==> config.mk <==
export PLATFORM = sky130hd
export DESIGN_NAME = ibwt_decoder
export DESIGN_NICKNAME = d
export VERILOG_FILES = /design/src/rtl/ibwt_pkg.sv /design/src/rtl/ibwt_rank_unit.sv /design/src/rtl/ibwt_decoder.sv
export SDC_FILE = /design/constraint.sdc
export NUM_CORES = 1
export LEC_CHECK = 0
export CAP_MARGIN = 20
export CORE_MARGIN = 1.5
export CORE_UTILIZATION = 42
export CTS_BUF_LIST = sky130_fd_sc_hd__clkbuf_4 sky130_fd_sc_hd__clkbuf_8
export DETAILED_ROUTE_END_ITERATION = 12
export PLACE_DENSITY = 0.65
export SYNTH_ARGS = -nofsm -noshare
export SYNTH_HDL_FRONTEND = slang
export SYNTH_SLANG_ARGS = --single-unit
==> constraint.sdc <==
create_clock -name clk -period 7.8 [get_ports clk]
set_clock_uncertainty 0.2 [all_clocks]
set_input_delay 0.78 -clock clk [delete_from_list [all_inputs] [get_ports clk]]
set_output_delay 0.78 -clock clk [all_outputs]
set_load 0.05 [all_outputs]
==> src/rtl/ibwt_pkg.sv <==
// Shared types and constants for the inverse BWT decoder.
package ibwt_pkg;

  localparam int unsigned IDX_W = 8;

  typedef logic [7:0] byte_t;

  typedef enum logic [1:0] {
    IDLE,
    BUILD_LF,
    WALK,
    DONE
  } state_e;

endpackage

==> src/rtl/ibwt_rank_unit.sv <==
// Combinational LF-mapping for one row: lf = less(L[r]) + occ(L[r], r).
module ibwt_rank_unit
  import ibwt_pkg::*;
#(
  parameter int unsigned STRING_LEN = 8,
  parameter int unsigned SEL_W      = $clog2(STRING_LEN)
) (
  input  logic [7:0]       l [STRING_LEN],
  input  logic [SEL_W-1:0] r,
  output logic [IDX_W-1:0] lf
);

  byte_t            lr;
  logic [IDX_W-1:0] less;
  logic [IDX_W-1:0] occ;

  always_comb begin
    lr   = l[r];
    less = '0;
    occ  = '0;
    for (int j = 0; j < int'(STRING_LEN); j++) begin
      if (l[j] < lr) less = less + IDX_W'(1);
      // Earlier equal bytes only, so ties keep their original order.
      if ((j < int'(r)) && (l[j] == lr)) occ = occ + IDX_W'(1);
    end
    lf = less + occ;
  end

endmodule

==> src/rtl/ibwt_decoder.sv <==
// Inverse Burrows-Wheeler transform: builds the LF table, then walks it backwards.
// Define IBWT_CHECK_EN to flag BWTs whose LF permutation is not a single cycle.
module ibwt_decoder
  import ibwt_pkg::*;
#(
  parameter int unsigned STRING_LEN = 8
) (
  input  logic             clk,
  input  logic             rst,
  input  logic [7:0]       bwt_string [STRING_LEN],
  input  logic [IDX_W-1:0] primary_index,
  input  logic             start,
  output logic [7:0]       output_string [STRING_LEN],
  output logic             busy,
  output logic             done,
  output logic             error
);

  localparam int unsigned SEL_W = $clog2(STRING_LEN);
  localparam logic [SEL_W-1:0] LAST = SEL_W'(STRING_LEN - 1);

  state_e           state_q, state_d;
  byte_t            l_q   [STRING_LEN];
  logic [IDX_W-1:0] lf_q  [STRING_LEN];
  byte_t            buf_q [STRING_LEN];
  byte_t            out_q [STRING_LEN];
  logic [IDX_W-1:0] p_q;
  logic [SEL_W-1:0] r_q, t_q, j_q;
  logic             busy_q, done_q, error_q, err_q;

  logic [IDX_W-1:0] lf_row;
  logic [IDX_W-1:0] j_next;
  logic             p_bad;
  logic             cyc_bad;

  ibwt_rank_unit #(
    .STRING_LEN(STRING_LEN),
    .SEL_W     (SEL_W)
  ) u_rank (
    .l (l_q),
    .r (r_q),
    .lf(lf_row)
  );

  assign p_bad  = p_q >= IDX_W'(STRING_LEN);
  assign j_next = lf_q[j_q];

`ifdef IBWT_CHECK_EN
  // Returning to p early, or not at all, means the LF map has more than one cycle.
  assign cyc_bad = (t_q != '0) ? (j_next == p_q) : (j_next != p_q);
`else
  logic unused_j;
  assign unused_j = ^j_next;
  assign cyc_bad  = 1'b0;
`endif

  always_comb begin
    state_d = state_q;
    unique case (state_q)
      IDLE:     if (start) state_d = BUILD_LF;
      BUILD_LF: begin
        if (p_bad) state_d = DONE;
        else if (r_q == LAST) state_d = WALK;
      end
      WALK:     if (t_q == '0) state_d = DONE;
      DONE:     state_d = IDLE;
      default:  state_d = IDLE;
    endcase
  end

  always_ff @(posedge clk or posedge rst) begin
    if (rst) begin
      state_q <= IDLE;
      p_q     <= '0;
      r_q     <= '0;
      t_q     <= '0;
      j_q     <= '0;
      busy_q  <= 1'b0;
      done_q  <= 1'b0;
      error_q <= 1'b0;
      err_q   <= 1'b0;
      for (int i = 0; i < int'(STRING_LEN); i++) begin
        l_q[i]   <= '0;
        lf_q[i]  <= '0;
        buf_q[i] <= '0;
        out_q[i] <= '0;
      end
    end else begin
      state_q <= state_d;
      done_q  <= 1'b0;
      unique case (state_q)
        IDLE: begin
          if (start) begin
            l_q     <= bwt_string;
            p_q     <= primary_index;
            r_q     <= '0;
            err_q   <= 1'b0;
            error_q <= 1'b0;
            busy_q  <= 1'b1;
          end
        end
        BUILD_LF: begin
          if (p_bad) begin
            err_q <= 1'b1;
            for (int i = 0; i < int'(STRING_LEN); i++) buf_q[i] <= '0;
          end else begin
            lf_q[r_q] <= lf_row;
            if (r_q == LAST) begin
              t_q <= LAST;
              j_q <= p_q[SEL_W-1:0];
            end else begin
              r_q <= r_q + SEL_W'(1);
            end
          end
        end
        WALK: begin
          buf_q[t_q] <= l_q[j_q];
          j_q        <= j_next[SEL_W-1:0];
          t_q        <= t_q - SEL_W'(1);
          if (cyc_bad) err_q <= 1'b1;
        end
        DONE: begin
          out_q   <= buf_q;
          done_q  <= 1'b1;
          busy_q  <= 1'b0;
          error_q <= err_q;
        end
        default: ;
      endcase
    end
  end

  assign output_string = out_q;
  assign busy          = busy_q;
  assign done          = done_q;
  assign error         = error_q;

endmodule

# After elaboration in Yosys (flattened, before gate mapping)
# Cells that the tools add are included.
# Widths: inputs -> output; s select.
[classes]
add_sub_neg = 16
mul = 0
div = 0
magnitude_cmp = 21
eq_ne = 18
shift = 0
mux = 54
n_bitwise = 4
n_reduce_logical = 22
[ops]
columns = ["cell", "n"]
rows = [
  ["$mux 8", 19],
  ["$bwmux 64", 2],
  ["$pmux 64 s2", 1],
  ["$add 8x1->8 const B", 11],
  ["$bmux 8 s3", 3],
  ["$lt 8x8->1", 8],
  ["$mux 64", 1],
  ["$eq 8x8->1", 7],
  ["$demux 8 s3", 2],
  ["$mux 3", 9],
  ["$pmux 3 s2", 3],
  ["$ge 4x4->1 const B", 3],
  ["$ne 2x2->1 const B", 6],
  ["$not 3->4", 3],
  ["$logic_and 1x1->1", 9],
  ["$lt 3x3->1 const A", 3],
  ["$reduce_and 3->1", 3],
  ["$add 8x8->8", 1],
  ["$ge 8x4->1 const B", 1],
  ["$lt 4x1->1 const B", 2],
  ["$mux 2", 4],
  ["$pmux 2 s4", 1],
  ["$reduce_and 2->1", 4],
  ["$lt 1x3->1 const A", 2],
  ["other kinds (15)", 27],
]
[word_totals]
reg_bits = 279
latch_bits = 0
ramBits = 0
rom_bits = 0
input_bits = 75
out_inout_bits = 67
memories = 0

# Logic depth before layout (Yosys ltp)
# Gate-level depths: netlist of the first run.
[logic_depth]
ltp_word = 22
mapped_depth = 38
ltp_nobuf = 36

# By module
# From an unflattened synthesis of the first run, not the netlist that was laid out.
[hier_totals]
hier_cells = 985
area_unflattened_um2 = 12763.5
[by_module_without_submodules]
columns = ["mod", "instances", "cells_each", "area_each_um2", "seq_area_each_um2"]
rows = [
  ["ibwt_decoder", 1, 634, 9791.9, 5980.7],
  ["ibwt_rank_unit", 1, 351, 2971.6, 0.0],
]

# Worst setup path before layout of the first run
# OpenSTA, ideal clock, no wires.
[synth_timing]
kind = "register to register"
startpoint = "register r_q[0]"
endpoint = "register lf_q[34] (netlist name)"
arrival_ns = 7.343
required_time_ns = 7.459
path_slack_ns = 0.116
stages_incl_launch_ff = 35
n_path_buf = 1
period_less_slack_ns = 7.684
cell_sequence = "dfrtp_1 > buf_1 > mux4_2 > mux2i_1 > ha_1 > nor2b_1 > o21a_1 > o21ai_0 > nand2b_1 > a21oi_1 > nor2b_1 > o21ai_0 > nand2b_1 > a21o_1 > inv_1 > ha_1 > xnor2_2 > inv_1 > ha_1 > mux2_2 > ha_1 > o32ai_1 > xnor2_1 > mux2_2 > mux2_2 > ha_1 > mux2i_1 > fa_1 > xnor2_1 > xnor2_1 > xnor2_1 > xnor2_1 > xnor2_1 > xnor2_2 > mux2i_1"
[synth_via]
elab_chain_len = 22
elab_cells_between_ends = 68
cone_classes = "add/sub (14); order compare (17); eq/ne (7); mux (21); bitwise (1); reduce/logical (8)"
[synth_lines]
columns = ["item", "line_no", "source"]
rows = [
  ["start: declaration", "ibwt_decoder.sv:28", "logic [SEL_W-1:0] r_q, t_q, j_q;"],
  ["start signal: assignment", "ibwt_decoder.sv:112", "r_q <= r_q + SEL_W'(1);"],
  ["$not 3->4 (implied by the code)", "ibwt_rank_unit.sv:18, ibwt_decoder.sv:107", ""],
  ["$bmux 8 s3", "ibwt_rank_unit.sv:18", "lr = l[r];"],
  ["$mux 8 (implied by the code) (2 in series)", "ibwt_rank_unit.sv:18", ""],
  ["$lt 8x8->1", "ibwt_rank_unit.sv:22", "if (l[j] < lr) less = less + IDX_W'(1);"],
  ["$mux 1", "ibwt_rank_unit.sv:22", ""],
  ["$add 1x1->2", "ibwt_rank_unit.sv:22", ""],
  ["$mux 8", "ibwt_rank_unit.sv:22", ""],
  ["$add 8x1->8", "ibwt_rank_unit.sv:22", ""],
  ["(+5 left out)", "-", ""],
  ["$add 8x1->8", "ibwt_rank_unit.sv:22", ""],
  ["$mux 8", "ibwt_rank_unit.sv:22", ""],
  ["$add 8x1->8", "ibwt_rank_unit.sv:22", ""],
  ["$mux 8", "ibwt_rank_unit.sv:22", ""],
  ["$add 8x1->8", "ibwt_rank_unit.sv:22", ""],
  ["$mux 8", "ibwt_rank_unit.sv:22", ""],
  ["$add 8x8->8", "ibwt_rank_unit.sv:26", "lf = less + occ;"],
  ["$bwmux 64 (*)", "ibwt_decoder.sv:107", "lf_q[r_q] <= lf_row;"],
  ["end signal: indexed assignment", "ibwt_decoder.sv:107", ""],
  ["end: declaration", "ibwt_decoder.sv:24", "logic [IDX_W-1:0] lf_q [STRING_LEN];"],
]
# Mark *: on every way between the ends. The rest lies on a longest branch, timed or not. The select of a mux whose other input is x is not followed.
# A chain may end at the register's enable or synchronous reset.

# Worst setup path in the final report of the first run
# Same ends and word-level chain as after synthesis.

==> run_results.csv, run 1 <==
group,metric,value,unit
global_routing,grt_max_degree,150,
synthesis,synth_edf_count,0,
global_routing,wire_length_of_the_first_global_routing_pass,48120,µm
synthesis,combinational_family_with_the_most_area_after_synthesis,"multiplexers",
drt,detail_route.iter0.violations,501,
worst_setup_path,critical_path_class,"register to register",
floorplanning,fp.dieArea,30470,µm²
synthesis,post_synth.cell_area_avg,12.72,µm²
worst_setup_path,critical_path.startpoint_type,"register",
synthesis,synthDominantAreaCellType,"sky130_fd_sc_hd__dfrtp_1",
timing,number_of_endpoints_with_negative_hold_slack_in_the_final_report,0,
synthesis,synth-async-reset-ratio,100.0,%
timing,achievable-frequency,136.4,MHz
worst_setup_path,critical_path.max_stage_delay,0.57,ns
global_routing,grt.total_usage,20.10,%
global_routing,number_of_global_route_vias_before_repair,8585,
final_layout,diodes,0,
timing,hold-worst-slack,0.2747,ns
drt,total_routed_wirelength,29780,µm
min_path,whs_path_depth,2,
synthesis,synth_adder_area_share,8.967,%
final_layout,fin_util,52.74,%
final_layout,multi_input_area,6162,µm²
worst_setup_path,crit_path_top_delay_cell,"sky130_fd_sc_hd__mux4_2",
synthesis,seq_area_frac_synth,48.38,%
timing,setup_viol,0,
timing,max_slew.worst_pin.slew,1.036,ns
synthesis,synth_compound_area_share,8.906,%
timing,post-route-period-util,93.99,%
floorplanning,core_area,28860,µm²
synthesis,synth_cell_type_count,56,
flow_run,cap_violations,0,
place,gp_routability_congestion,0.8317,
cts,clock_insertion_delay_worst_skew,0.56,ns
place,portBuffers,141,
timing,rsz_0062_raised_after_global_routing,"no",
synthesis,synthTopCellsByArea,"sky130_fd_sc_hd__dfrtp_1 48%, sky130_fd_sc_hd__mux2_2 14%, sky130_fd_sc_hd__ha_1 8.8%",
cts,cts.sink_count,239,
global_routing,grt_remaining_overflow,0,
final_layout,register_cell_area_after_layout,5983,µm²
timing,post-route-min-period,7.331,ns
timing,maxSlewHeadroom,30.94,%
synthesis,synth.area.mux_share,23.48,%
drt,detail_route.vias_per_cell,5.428,
drt,dr_total_vias,8457,
cts,clk_path_buf_depth,3,
worst_setup_path,reg2reg_depth,33,
synthesis,synth_cell_area,12360,µm²
worst_setup_path,worst_setup_path_end_kind,"register",
worst_setup_path,r2r_slack,0.47,ns
global_routing,antenna_found_initial,1,
synthesis,post_synth_and_or_nand_nor_area_fraction,6.366,%
synthesis,synthXorXnorAreaFrac,1.953,%
status,outcome,"complete, no violations",
cts,htreeDepth,2,
cts,clk_pin_slew_worst_paths,0.06,ns
timing,maxSlewViolCount,0,
synthesis,synth.top_cells.by_count,"239 x sky130_fd_sc_hd__dfrtp_1, 159 x sky130_fd_sc_hd__mux2_2, 87 x sky130_fd_sc_hd__ha_1, 81 x sky130_fd_sc_hd__nand2_1, 53 x sky130_fd_sc_hd__o21ai_0",
synthesis,synth-seq-cells,239,
drt,drt-wirelength-per-cell,19.11,µm
worst_setup_path,critical_path_maximum_fanout,8,
floorplanning,die_width,174.6,µm
floorplanning,fp-row-count,62,
synthesis,synth_most_common_cell,"sky130_fd_sc_hd__dfrtp_1",
cts,clk_root_buffer_cell,"sky130_fd_sc_hd__clkbuf_8",
final_layout,nNetsFinal,1310,
synthesis,postSynthCellCount,972,
synthesis,number_of_warnings_reported_in_the_yosys_synthesis_log,0,
synthesis,synth.top_cell.area_share,48.38,%
worst_setup_path,cp.required,8.00,ns
place,place_hpwl,21690,µm
cts,cts_tree,"done",
synthesis,dominantRegCellSynth,"sky130_fd_sc_hd__dfrtp_1",
final_layout,post_route_cells_drive_above_1_share,26.41,%
timing,tns,0,ns
final_layout,filler_cell_count,2505,
drt,route.antenna.remaining_nets,0,
floorplanning,initial_core_util,42.84,%
worst_setup_path,arrival,7.53,ns
cts,numCtsBuffers,42,
min_path,worstHoldPathType,"register to register",
floorplanning,pin_count,142,
drt,drc,0,
final_layout,synthToLayoutAreaGrowth,23.10,%
synthesis,mappedNetlistNets,1135,
floorplanning,die_h,174.6,µm
drt,drt_pre_antenna_iters,4,
worst_setup_path,cpMostUsedCell,"sky130_fd_sc_hd__xnor2_1",
==> cell type report <==
type | count | share of cell area (%)
clock buffer | 64 | 5.171
clock inverter | 7 | 0.5097
inverter | 31 | 0.8139
multi-input combinational | 671 | 40.49
sequential | 239 | 39.31
tap | 384 | 3.157
timing repair buffer | 162 | 10.55
==> layer usage <==
metal / share of wire (%) / up-vias / track usage [%]
met3: 6.3 / 49 / 4.809
met5: 0.044 / - / 0
met1: 46 / 4219 / 28.13
met4: 2.1 / 2 / 5.734
met2: 45 / 243 / 31.21
li1: - / 3944 / -
==> cells by family (layout without fill, tap and decap cells) <==
logic type	count (synthesis)	in the layout
flip-flops	239	239
multiplexers	222	222
AO/OA/AOI/OAI	169	169
AND/OR/NAND/NOR	167	167
adder cells (fa/ha/maj)	88	88
buffers and inverters	62	264
XOR/XNOR	25	25
==> final timing paths <==
path                                       from                    to
setup / recovery             r_q[0]$_DFFE_PP0P_  lf_q[34]$_DFFE_PP0P_
hold / removal             buf_q[4]$_DFFE_PP0P_  buf_q[4]$_DFFE_PP0P_
setup reg to reg             r_q[0]$_DFFE_PP0P_  lf_q[34]$_DFFE_PP0P_
hold reg to reg            buf_q[4]$_DFFE_PP0P_  buf_q[4]$_DFFE_PP0P_
max in group asynchronous                   rst    r_q[2]$_DFFE_PP0P_
min in group asynchronous                   rst   l_q[58]$_DFFE_PP0P_
==> through the flow <==
step | instance area (µm²) | std cells | setup WS (ns)
after floorplan | 12360 | 972 | 0.1162
after global placement | 14270 | 1482 | 0.4584
after CTS | 15130 | 1553 | 0.1839
after global routing | 15220 | 1558 | 0.009523
final | 15220 | 1558 | 0.4691
after detailed placement | 14270 | 1482 | 0.1945
==> sequential cells by signal, summed over array words and instances, names as in the netlist <==
| name | flops |
|---|---|
| p_q | 8 |
| j_q | 3 |
| lf_q | 24 |
| busy | 1 |
| error | 1 |
| t_q | 3 |
| r_q | 3 |
| err_q | 1 |
| done | 1 |
| output_string | 64 |
| state_q | 2 |
| l_q | 64 |
| buf_q | 64 |
==> what timing repair did <==
item / 4_1_cts / 5_1_grt
endpoints found under the setup margin: 0 / 8
gates resized for setup: 0 / 5
setup buffers: 0 / 4
hold buffers: 0 / 0
==> worst max-delay path: cells and delay by family, from the launching register on <==
| family | cells | cell delay [ns] |
|---|---|---|
| fa+ha+maj | 6 | 1.82 |
| flops | 1 | 0.43 |
| xor+xnor | 8 | 1.46 |
| buf+inv | 2 | 0.15 |
| compound gates | 6 | 0.93 |
| simple gates | 4 | 0.35 |
| mux | 7 | 1.82 |
==> placed cells by master (no fill, tap or decap), types with 2 or more instances in the layout <==
| cell | instances |
|---|---|
| sky130_fd_sc_hd__dfrtp_1 | 237 |
| sky130_fd_sc_hd__mux2_2 | 159 |
| sky130_fd_sc_hd__clkdlybuf4s50_1 | 141 |
| sky130_fd_sc_hd__ha_1 | 86 |
| sky130_fd_sc_hd__nand2_1 | 80 |
| sky130_fd_sc_hd__o21ai_0 | 53 |
| sky130_fd_sc_hd__clkbuf_8 | 49 |
| sky130_fd_sc_hd__mux4_2 | 38 |
| sky130_fd_sc_hd__a21oi_1 | 36 |
| sky130_fd_sc_hd__a22o_1 | 34 |
| sky130_fd_sc_hd__nor2_1 | 29 |
| sky130_fd_sc_hd__inv_1 | 29 |
| sky130_fd_sc_hd__mux2i_1 | 22 |
| sky130_fd_sc_hd__buf_4 | 18 |
| sky130_fd_sc_hd__xnor2_1 | 16 |
| sky130_fd_sc_hd__clkbuf_4 | 15 |
| sky130_fd_sc_hd__nand3_1 | 11 |
| sky130_fd_sc_hd__a21o_1 | 11 |
| sky130_fd_sc_hd__o21ai_1 | 10 |
| sky130_fd_sc_hd__nor3_1 | 8 |
| sky130_fd_sc_hd__nor2b_1 | 8 |
| sky130_fd_sc_hd__nand4_1 | 7 |
| sky130_fd_sc_hd__nand2b_1 | 6 |
| sky130_fd_sc_hd__xor2_1 | 6 |
| sky130_fd_sc_hd__o211ai_1 | 4 |
| sky130_fd_sc_hd__a31oi_1 | 4 |
| sky130_fd_sc_hd__xnor2_2 | 3 |
| sky130_fd_sc_hd__nor3b_1 | 3 |
| sky130_fd_sc_hd__clkinv_2 | 3 |
| sky130_fd_sc_hd__and2_1 | 2 |
| sky130_fd_sc_hd__or3_1 | 2 |
| sky130_fd_sc_hd__nor4_4 | 2 |
| sky130_fd_sc_hd__o21a_1 | 2 |
| sky130_fd_sc_hd__a211oi_1 | 2 |
| sky130_fd_sc_hd__nand3b_1 | 2 |
| sky130_fd_sc_hd__a32o_1 | 2 |
| sky130_fd_sc_hd__dfrtp_2 | 2 |
Power of run 1 is left out: the tool's default activity adds up to more than one toggle a clock period on the data nets, which glitch-free logic cannot reach.
==> run 2: changes to the inputs <==
--- a/config.mk
+++ b/config.mk
@@ -6,9 +6,10 @@
 export NUM_CORES = 1
 export LEC_CHECK = 0
 export CAP_MARGIN = 20
-export CORE_MARGIN = 1.5
+export CORE_MARGIN = 2
 export CORE_UTILIZATION = 42
 export CTS_BUF_LIST = sky130_fd_sc_hd__clkbuf_4 sky130_fd_sc_hd__clkbuf_8
+export CTS_CLUSTER_DIAMETER = 80
 export DETAILED_ROUTE_END_ITERATION = 12
 export PLACE_DENSITY = 0.65
 export SYNTH_ARGS = -nofsm -noshare
==> run 2 against run 1 <==
Net effect: first-iteration DRC count fell by 19%; die area rose by 1.1%; critical path depth fell by 3; count of clock-buffer cells in the layout rose by 1; sequential share of layout area barely moved; register-to-register slack barely moved; non-clock buffer count fell by 1; critical endpoint is now lf_q[50]$_DFFE_PP0P_.
==> run_results.csv, run 2 (synthesized netlist as in run 1, its figures left out) <==
group,metric,value,unit
final_layout,mostFrequentLayoutCell,"sky130_fd_sc_hd__dfrtp_1",
cts,htreeDepth,2,
floorplanning,initial_core_util,42.84,%
final_layout,most-common-layout-cells,"236 x sky130_fd_sc_hd__dfrtp_1, 159 x sky130_fd_sc_hd__mux2_2, 141 x sky130_fd_sc_hd__clkdlybuf4s50_1, 86 x sky130_fd_sc_hd__ha_1, 80 x sky130_fd_sc_hd__nand2_1",
timing,max_slew.worst_pin.slew,0.9796,ns
worst_setup_path,worstReg2RegStart,"r_q[2]$_DFFE_PP0P_",
worst_setup_path,critical_path.startpoint_type,"register",
worst_setup_path,r2r_slack,0.48,ns
timing,maxSlewHeadroom,34.70,%
final_layout,finish.cell_count_without_fillers,1557,
worst_setup_path,arrival,7.54,ns
drt,detail_route.vias_per_cell,5.426,
status,outcome,"complete, no violations",
cts,cts.sink_count,239,
cts,clock_insertion_delay_worst_skew,0.57,ns
min_path,worstHoldPathType,"register to register",
cts,cts_tree,"done",
timing,setup_viol,0,
final_layout,diodes,0,
cts,clk_path_buf_depth,3,
drt,dr_total_vias,8449,
floorplanning,core_area,28860,µm²
cts,hold_buffers,0,
global_routing,antenna_found_initial,2,
worst_setup_path,reg2reg_to,"lf_q[50]$_DFFE_PP0P_",
drt,total_routed_wirelength,29740,µm
drt,drt-wirelength-per-cell,19.10,µm
place,pre_cts_slack,0.08639,ns
worst_setup_path,cpMostUsedCell,"sky130_fd_sc_hd__xnor2_1",
global_routing,number_of_global_route_vias_before_repair,8397,
drt,route.antenna.remaining_nets,0,
global_routing,grt_max_degree,128,
cts,numCtsBuffers,42,
place,gp_routability_congestion,0.8581,
final_layout,post_route_cells_drive_above_1_share,26.43,%
timing,number_of_endpoints_with_negative_hold_slack_in_the_final_report,0,
worst_setup_path,crit_path_top_delay_cell,"sky130_fd_sc_hd__dfrtp_4",
worst_setup_path,critical_path_maximum_fanout,19,
global_routing,grt.total_usage,19.77,%
place,portBuffers,141,
timing,finalWorstSetupSlack,0.4772,ns
global_routing,wire_length_of_the_first_global_routing_pass,47710,µm
drt,detail_route.iter0.violations,408,
timing,tns,0,ns
cts,clk_root_buffer_cell,"sky130_fd_sc_hd__clkbuf_8",
floorplanning,die_width,175.6,µm
timing,maxSlewViolCount,0,
worst_setup_path,worst_setup_path_end_kind,"register",
worst_setup_path,critical_path_class,"register to register",
worst_setup_path,critical_path.max_stage_delay,0.56,ns
timing,achievable-frequency,136.6,MHz
drt,drc,0,
floorplanning,pin_count,142,
floorplanning,die_h,175.6,µm
final_layout,synthToLayoutAreaGrowth,23.11,%
worst_setup_path,cp.required,8.02,ns
worst_setup_path,end_point_of_the_critical_path,"lf_q[50]$_DFFE_PP0P_",
global_routing,grt_remaining_overflow,0,
flow_run,cap_violations,0,
final_layout,fin_util,52.74,%
final_layout,nNetsFinal,1309,
timing,post-route-min-period,7.323,ns
cts,clk_pin_slew_worst_paths,0.06,ns
timing,rsz_0062_raised_after_global_routing,"no",
floorplanning,fp-row-count,62,
timing,post-route-period-util,93.88,%
worst_setup_path,startpoint,"r_q[2]$_DFFE_PP0P_",
place,numPlacedInstances,1483,
drt,drt_pre_antenna_iters,5,
place,place_hpwl,21810,µm
worst_setup_path,reg2reg_depth,30,
floorplanning,fp.dieArea,30820,µm²
## run 2: cell types whose count changed in the layout (fill, tap and decap cells not counted), sizes merged
cell | before | now
clkinv | 3 | 1
buf | 21 | 20
bufinv | 1 | 2
clkbuf | 64 | 65
## run 2: final cells by class
cell class              instances  area [µm²]
clock buffers                  65       800.8
clock inverters                 6       97.59
fillers                      2520       13640
inverters                      31       123.9
multi-input cells             671        6162
flip-flops and latches        239        5987
well taps                     384       480.5
repair buffers                161        1569
## run 2: critical path, delay by kind of cell, from the launching register on
family	cells	cell delay, ns
DFF	1	0.56
xor gates and xnor gates	7	1.14
buffers and inverters	4	0.61
adders and majority gates	6	1.75
AOI/OAI and AO/OA	5	0.81
muxes	8	2.13
## run 2: per-stage QoR
step	hold slack [ns]	instance area, µm²
finish	0.2737	15220
global route	0.2955	15220
CTS	0.2784	15170
detailed placement	0.2655	14270
global placement	0.2579	14270
floorplan	0.2444	12360
## run 2: worst min-delay path by stage
stage / startpoint / to / slack [ns] / cells after the start
global route: buf_q[4]$_DFFE_PP0P_ / buf_q[4]$_DFFE_PP0P_ / 0.30 / 2
global placement: buf_q[4]$_DFFE_PP0P_ / buf_q[4]$_DFFE_PP0P_ / 0.26 / 2
CTS: buf_q[15]$_DFFE_PP0P_ / buf_q[15]$_DFFE_PP0P_ / 0.28 / 2
floorplan: buf_q[0]$_DFFE_PP0P_ / buf_q[0]$_DFFE_PP0P_ / 0.24 / 2
detailed placement: buf_q[15]$_DFFE_PP0P_ / buf_q[15]$_DFFE_PP0P_ / 0.27 / 2
finish: buf_q[15]$_DFFE_PP0P_ / buf_q[15]$_DFFE_PP0P_ / 0.27 / 2
## run 2: per-layer routing
metal  track usage (%)  share of wire [%]  vias to the layer above
met3             4.567                5.2                       56
met5                 0              0.077                        -
met2             30.81                 45                      203
met4             4.649                1.8                        4
li1                  -                  -                     3944
met1             28.17                 48                     4242
## run 2: repair_timing
| item | in CTS | in global routing |
|---|---|---|
| buffers inserted | 0 | 3 |
| resized for setup | 0 | 8 |
| hold endpoints to repair | 0 | 0 |
| setup endpoints to repair | 0 | 8 |
Power of run 2 is left out for the same reason.
